File: config.mk
export PLATFORM = sky130hd
export DESIGN_NAME = spi_sclk_gen
export DESIGN_NICKNAME = d
export VERILOG_FILES = /design/src/rtl/spi_sclk_gen.sv
export SDC_FILE = /design/constraint.sdc
export NUM_CORES = 1
export LEC_CHECK = 0
export BUFFER_PORTS_ARGS = -buffer_cell sky130_fd_sc_hd__buf_2
export CAP_MARGIN = 20
export CORE_ASPECT_RATIO = 1.1
export CORE_MARGIN = 4
export CORE_UTILIZATION = 43
export DETAILED_ROUTE_END_ITERATION = 16
export SLEW_MARGIN = 20
export SYNTH_ARGS = -nofsm -noshare
export SYNTH_HDL_FRONTEND = slang
export SYNTH_SLANG_ARGS = --single-unit
File: constraint.sdc
create_clock -name clk_100mhz -period 2.9 [get_ports clk_100mhz]
set_input_delay 0.29 -clock clk_100mhz [delete_from_list [all_inputs] [get_ports clk_100mhz]]
set_output_delay 0.29 -clock clk_100mhz [all_outputs]
set_load 0.1 [all_outputs]
File: src/rtl/spi_sclk_gen.sv
// Programmable SPI serial-clock generator: runtime half-period divider, all four CPOL/CPHA
// modes, bursts of num_bits SCLK cycles with one-cycle sample/shift strobes.
module spi_sclk_gen #(
   parameter int unsigned DIV_W = 8,
   parameter int unsigned CNT_W = 5
) (
   input  logic             clk_100mhz,
   input  logic             rst,
   input  logic [DIV_W-1:0] half_period,
   input  logic [CNT_W-1:0] num_bits,
   input  logic             cpol,
   input  logic             cpha,
   input  logic             start,
   input  logic             abort,
   output logic             sclk,
   output logic             busy,
   output logic             sample_stb,
   output logic             shift_stb,
   output logic             done
);

   typedef enum logic [0:0] {StIdle, StRun} state_e;

   state_e           state_q;
   logic [DIV_W-1:0] hp_q;
   logic [CNT_W-1:0] n_q;
   logic             cpol_q;
   logic             cpha_q;
   logic [DIV_W-1:0] div_cnt_q;
   logic [CNT_W:0]   edge_cnt_q;

   logic [CNT_W:0]   last_edge;
   logic [CNT_W:0]   next_edge;
   logic             div_tc;
   logic             leading;
   logic             sample_here;

   always_comb begin
      last_edge   = {n_q, 1'b0};
      next_edge   = edge_cnt_q + (CNT_W+1)'(1);
      div_tc      = (div_cnt_q == hp_q - DIV_W'(1));
      // Odd-numbered edges leave the idle level; CPHA picks which edge type samples.
      leading     = next_edge[0];
      sample_here = leading ^ cpha_q;
   end

   always_ff @(posedge clk_100mhz) begin
      if (rst) begin
         state_q    <= StIdle;
         hp_q       <= DIV_W'(1);
         n_q        <= '0;
         cpol_q     <= 1'b0;
         cpha_q     <= 1'b0;
         div_cnt_q  <= '0;
         edge_cnt_q <= '0;
         sclk       <= 1'b0;
         busy       <= 1'b0;
         sample_stb <= 1'b0;
         shift_stb  <= 1'b0;
         done       <= 1'b0;
      end else begin
         sample_stb <= 1'b0;
         shift_stb  <= 1'b0;
         done       <= 1'b0;
         case (state_q)
            StIdle: begin
               sclk <= cpol;
               if (start && (num_bits != '0)) begin
                  hp_q       <= (half_period == '0) ? DIV_W'(1) : half_period;
                  n_q        <= num_bits;
                  cpol_q     <= cpol;
                  cpha_q     <= cpha;
                  div_cnt_q  <= '0;
                  edge_cnt_q <= '0;
                  busy       <= 1'b1;
                  state_q    <= StRun;
               end
            end
            StRun: begin
               if (abort) begin
                  state_q <= StIdle;
                  sclk    <= cpol_q;
                  busy    <= 1'b0;
               end else if (edge_cnt_q == last_edge) begin
                  state_q <= StIdle;
                  sclk    <= cpol_q;
                  busy    <= 1'b0;
                  done    <= 1'b1;
               end else if (div_tc) begin
                  div_cnt_q  <= '0;
                  edge_cnt_q <= next_edge;
                  sclk       <= leading ? ~cpol_q : cpol_q;
                  sample_stb <= sample_here;
                  shift_stb  <= ~sample_here;
               end else begin
                  div_cnt_q <= div_cnt_q + DIV_W'(1);
               end
            end
            default: state_q <= StIdle;
         endcase
      end
   end

endmodule

== Word-level counts from Yosys, hierarchy flattened ==
Index checks and enable logic that the tools add are counted.

* Bits of input ports: 19
* Flip-flop bits (word level): 35
* Word-level logic and storage cells: 62
* Output and inout port bits: 5

* Bitwise logic cells: 5
* Reduce and logical (&&, ||, !) cells: 9
* Mux-type cells: 25
* Equal/unequal tests: 8
* $add $sub $neg: 3

{| class="wikitable"
|+ Operator list
! kind !! count
|-
| $mux 8 || 5
|-
| $mux 6 || 4
|-
| $pmux 8 s2 || 1
|-
| $pmux 6 s2 || 1
|-
| $mux 1 || 11
|-
| $add 8x1->8 const B || 1
|-
| $eq 8x8->1 || 1
|-
| $logic_not 8->1 || 1
|-
| $sub 8x1->8 const B || 1
|-
| $add 6x1->6 const B || 1
|-
| $eq 6x6->1 || 1
|-
| $ne 2x2->1 const B || 3
|-
| $pmux 1 s2 || 3
|-
| $reduce_bool 5->1 || 1
|-
| $reduce_or 5->1 || 1
|-
| $ne 4x2->1 const B || 1
|-
| $not 1->1 || 4
|-
| $reduce_and 2->1 || 2
|-
| $reduce_and 4->1 || 1
|-
| $ne 3x2->1 const B || 1
|-
| $reduce_and 3->1 || 1
|-
| $reduce_or 3->1 || 1
|-
| $ne 2x1->1 const B || 1
|-
| $logic_and 1x1->1 || 1
|-
| $xor 1x1->1 || 1
|}

== Longest topological paths before layout ==
* Depth after elaboration: 6
* Gate-level depth with buffers: 8
* Mapped depth without buffers: 8

== Worst setup path after synthesis ==
Ideal clock, no wire load.

* Path type: register to register
* Start point: register hp_q[0]
* End point: register edge_cnt_q[4]
* Stages on the path, launching flop included: 9
* Period minus slack after synthesis: 2.421 ns
* Buffers on the path: 0
* Arrival: 2.351 ns
* Required time: 2.830 ns
* Setup slack: 0.479 ns
* Setup time: 0.070 ns
* Cell sequence: dfxtp_1 -> inv_1 -> ha_1 -> or3b_2 -> nor4_1 -> o2111ai_1 -> o31a_1 -> or4_1 -> a21boi_1

* Word-level cells in the longest chain between the ends: 4

{| class="wikitable"
|+ Ends and longest elaborated chain
! item !! line !! source
|-
| from (decl) || 25 || <nowiki>logic [DIV_W-1:0] hp_q;</nowiki>
|-
| from (signal assigned) || 69 || <nowiki>hp_q <= (half_period == '0) ? DIV_W'(1) : half_period;</nowiki>
|-
| $sub 8x1->8 || 41 || <nowiki>div_tc = (div_cnt_q == hp_q - DIV_W'(1));</nowiki>
|-
| $eq 8x8->1 || 41 ||
|-
| $ne 2x1->1 (no line) || -- ||
|-
| $reduce_and 4->1 (no line) || -- ||
|-
| to (signal assigned) || 91 || <nowiki>edge_cnt_q <= next_edge;</nowiki>
|-
| to (decl) || 30 || <nowiki>logic [CNT_W:0] edge_cnt_q;</nowiki>
|}

Every way passes these cells.
A chain may end at the register's enable or synchronous reset.

== Final worst setup path ==
Same ends and word-level chain as after synthesis.

==> flow_metrics.env <==
export IMPL_die_w_um=68.68
export IMPL_yosys_area_top_type="dfxtp_1"
export IMPL_die_y_um=74.75
export IMPL_critical_path_required_ps=3120
export IMPL_syn_area_um2=1742
export IMPL_vias=1524
export IMPL_worstMarginPinSlew_ps=651.6
export IMPL_syn_area_per_cell_um2=8.414
export IMPL_yosys_most_used_dff="dfxtp_1"
export IMPL_layout_drive_gt1_share=0.1767
export IMPL_die_area_um2=5134
export IMPL_finalCritPeriodShare=0.9107
export IMPL_yosys_warnings=0
export IMPL_multi_input_area_um2=992.2
export IMPL_clockRootBuffer="clkbuf_8"
export IMPL_p_leak_nw=0.7617
export IMPL_max_cap_violations=0
export IMPL_endpoint_kind="flip-flop"
export IMPL_ctsHoldBuffers=0
export IMPL_ios=24
export IMPL_slew_violations=0
export IMPL_crit_type="flip-flop to flip-flop"
export IMPL_synthTopCellsByArea="dfxtp_1 (40%), nand2_1 (6.5%), xor2_1 (6.0%)"
export IMPL_cts_tree="done"
export IMPL_cts_resized=0
export IMPL_grt_use_total=0.1621
export IMPL_min_path_type="primary input to flip-flop"
export IMPL_ant_nets=0
export IMPL_n_antenna_cell=0
export IMPL_fill_cells=382
export IMPL_vias_per_cell=5.366
export IMPL_clock_sink_count=35
export IMPL_grt_pass1_wl_mm=6.216
export IMPL_antenna_found_initial=0
export IMPL_endpoint="edge_cnt_q[4]"
export IMPL_min_period_ps=2641
export IMPL_hold_slack_ps=243.8
export IMPL_drc=0
export IMPL_gp_congestion=0.7619
export IMPL_setup_worst_path_start_class="flip-flop"
export IMPL_startpoint="hp_q[0]"
export IMPL_wl_per_cell_um=13.42
export IMPL_clkTransAtPathRegs_ps=70
export IMPL_wl_mm=3.810
export IMPL_fin_tns_setup_ps=0
export IMPL_cts_made_buffers=5
export IMPL_ir_drop_mv=0.3017
export IMPL_seq_area_um2=700.7
export IMPL_status="complete, no violations"
export IMPL_hpwl_mm=2.804
export IMPL_ff2ff_path_depth=8
export IMPL_cp_slowest_cell="or4_1"
export IMPL_max_freq_mhz=378.6
export IMPL_async_reset_ff_frac=0
export IMPL_clock_skew_ps=2.457
export IMPL_first_global_vias=1421
export IMPL_hold_violations=0
export IMPL_coreArea_um2=3934
export IMPL_rsz0062_at_grt="false"
export IMPL_p_per_area_nw_per_um2=533.7
export IMPL_rr_endpoint="edge_cnt_q[4]"
export IMPL_setup_violations=0
export IMPL_relSlewSlack=0.5656
export IMPL_nNetsFinal=253
export IMPL_synth_nets=229
export IMPL_rows=24
export IMPL_drtIter0Drc=51
export IMPL_synth_edf_count=0
export IMPL_initial_core_util=0.4427
export IMPL_first_pass_iters=4
export IMPL_grt_max_degree=22
export IMPL_yosysTopAreaCellShare=0.4023
export IMPL_io_buffers=23
export IMPL_grt_overflow_total=0
export IMPL_clk_path_buf_depth=2
export IMPL_h_tree_depth=2
export IMPL_ys_types=42
export IMPL_post_cts_buffers=0
export IMPL_rr_startpoint="hp_q[0]"
export IMPL_ys_seq_elements=35
export IMPL_cp_max_fo=10
export IMPL_slowest_delay_ps=530
export IMPL_path_cells="inv_1 > ha_1 > or3b_2 > nor4_1 > o2111ai_1 > o31a_1 > or4_1 > a21boi_1"
export IMPL_syn_to_final_growth_pct=15.66
export IMPL_syn_inst=207
export IMPL_ys_seq_area_frac=0.4023
export IMPL_cp_data_arrival_time_ps=2860
export IMPL_r2r_slack_ps=260
export IMPL_insertion_delay_ps=280
## worst max-delay path: cells and delay by family (launching register included)
kind,cells,cell delay [ps]
DFF,1,340
AOI/OAI and AO/OA,3,700
and+or+nand+nor,3,1220
adders and majority gates,1,230
buffers and inverters,1,90
## sequential cells by signal, indices dropped and copies added, names as in the netlist
signal      count
sclk            1
n_q             5
hp_q            8
sample_stb      1
state_q         1
busy            1
edge_cnt_q      6
shift_stb       1
cpha_q          1
done            1
cpol_q          1
div_cnt_q       8
## logic make-up after synthesis
family | count (synthesis) | synth area share
mux | 1 | 0.006465
compound gates | 56 | 0.2076
flops | 35 | 0.4023
simple gates | 79 | 0.2335
buf+inv | 13 | 0.02802
fa+ha+maj | 3 | 0.02155
xor+xnor | 20 | 0.1006
## final cells by class
type                       count  area share
multi-input combinational    159      0.4925
timing repair buffer          27     0.07205
clock buffer                   8     0.04969
inverter                       3    0.005590
tap                           52     0.03230
sequential                    35      0.3478
## synth_stat cells (2+ instances only)
cell type	number
dfxtp_1	35
nand2_1	30
a21oi_1	19
nor2_1	13
xor2_1	12
o21ai_0	11
clkbuf_1	10
xnor2_1	8
or3_1	6
nand2b_1	5
a22oi_1	4
o2111ai_1	4
a211oi_1	3
a21boi_0	3
ha_1	3
inv_1	3
nand3_1	3
nor4_1	3
or4_1	3
nand3b_1	2
nor2b_1	2
nor3_1	2
o211ai_1	2
o31a_1	2
or3b_2	2
## layer usage
layer	global-route usage	part of all wire
met1	0.1942	0.45
met2	0.2747	0.51
met3	0.04925	0.030
met4	0.05298	0.013
met5	0	0
## worst min path at each step
stage | startpoint | end | depth (start not counted)
after floorplan | cpha | cpha_q | 2
after global placement | n_q[3] | n_q[3] | 2
after detailed placement | n_q[3] | n_q[3] | 2
after CTS | cpha | cpha_q | 3
after global routing | half_period[7] | hp_q[7] | 3
final | cpha | cpha_q | 3
## where the power goes
group	total (mW)	internal, mW	switching (mW)
logic	0.167	0.0655	0.101
registers	0.522	0.501	0.0217
clock network	0.386	0.217	0.169
## stage by stage
stage / utilization / setup WS (ps) / instances / power [mW] / area (um^2)
detailed placement: 0.4866 / 276.7 / 276 / 0.7011 / 1914
global placement: 0.4866 / 354.2 / 276 / 0.7005 / 1914
global route: 0.5121 / 84.59 / 284 / 1.127 / 2014
CTS: 0.5121 / 261.2 / 284 / 1.086 / 2014
finish: 0.5121 / 259.0 / 284 / 1.075 / 2014
floorplan: - / 478.7 / 207 / 0.6522 / 1742
## layout by cell type (no fill, tap or decap), drive strengths merged, types with 5 or more instances in the layout
| master | instances |
|---|---|
| a21oi | 19 |
| or3 | 6 |
| dfxtp | 35 |
| nor2 | 13 |
| o21ai | 12 |
| nand2b | 5 |
| xnor2 | 8 |
| buf | 27 |
| clkbuf | 8 |
| nand2 | 30 |
| xor2 | 12 |
Note: power is estimated with default switching activity, not from simulation.
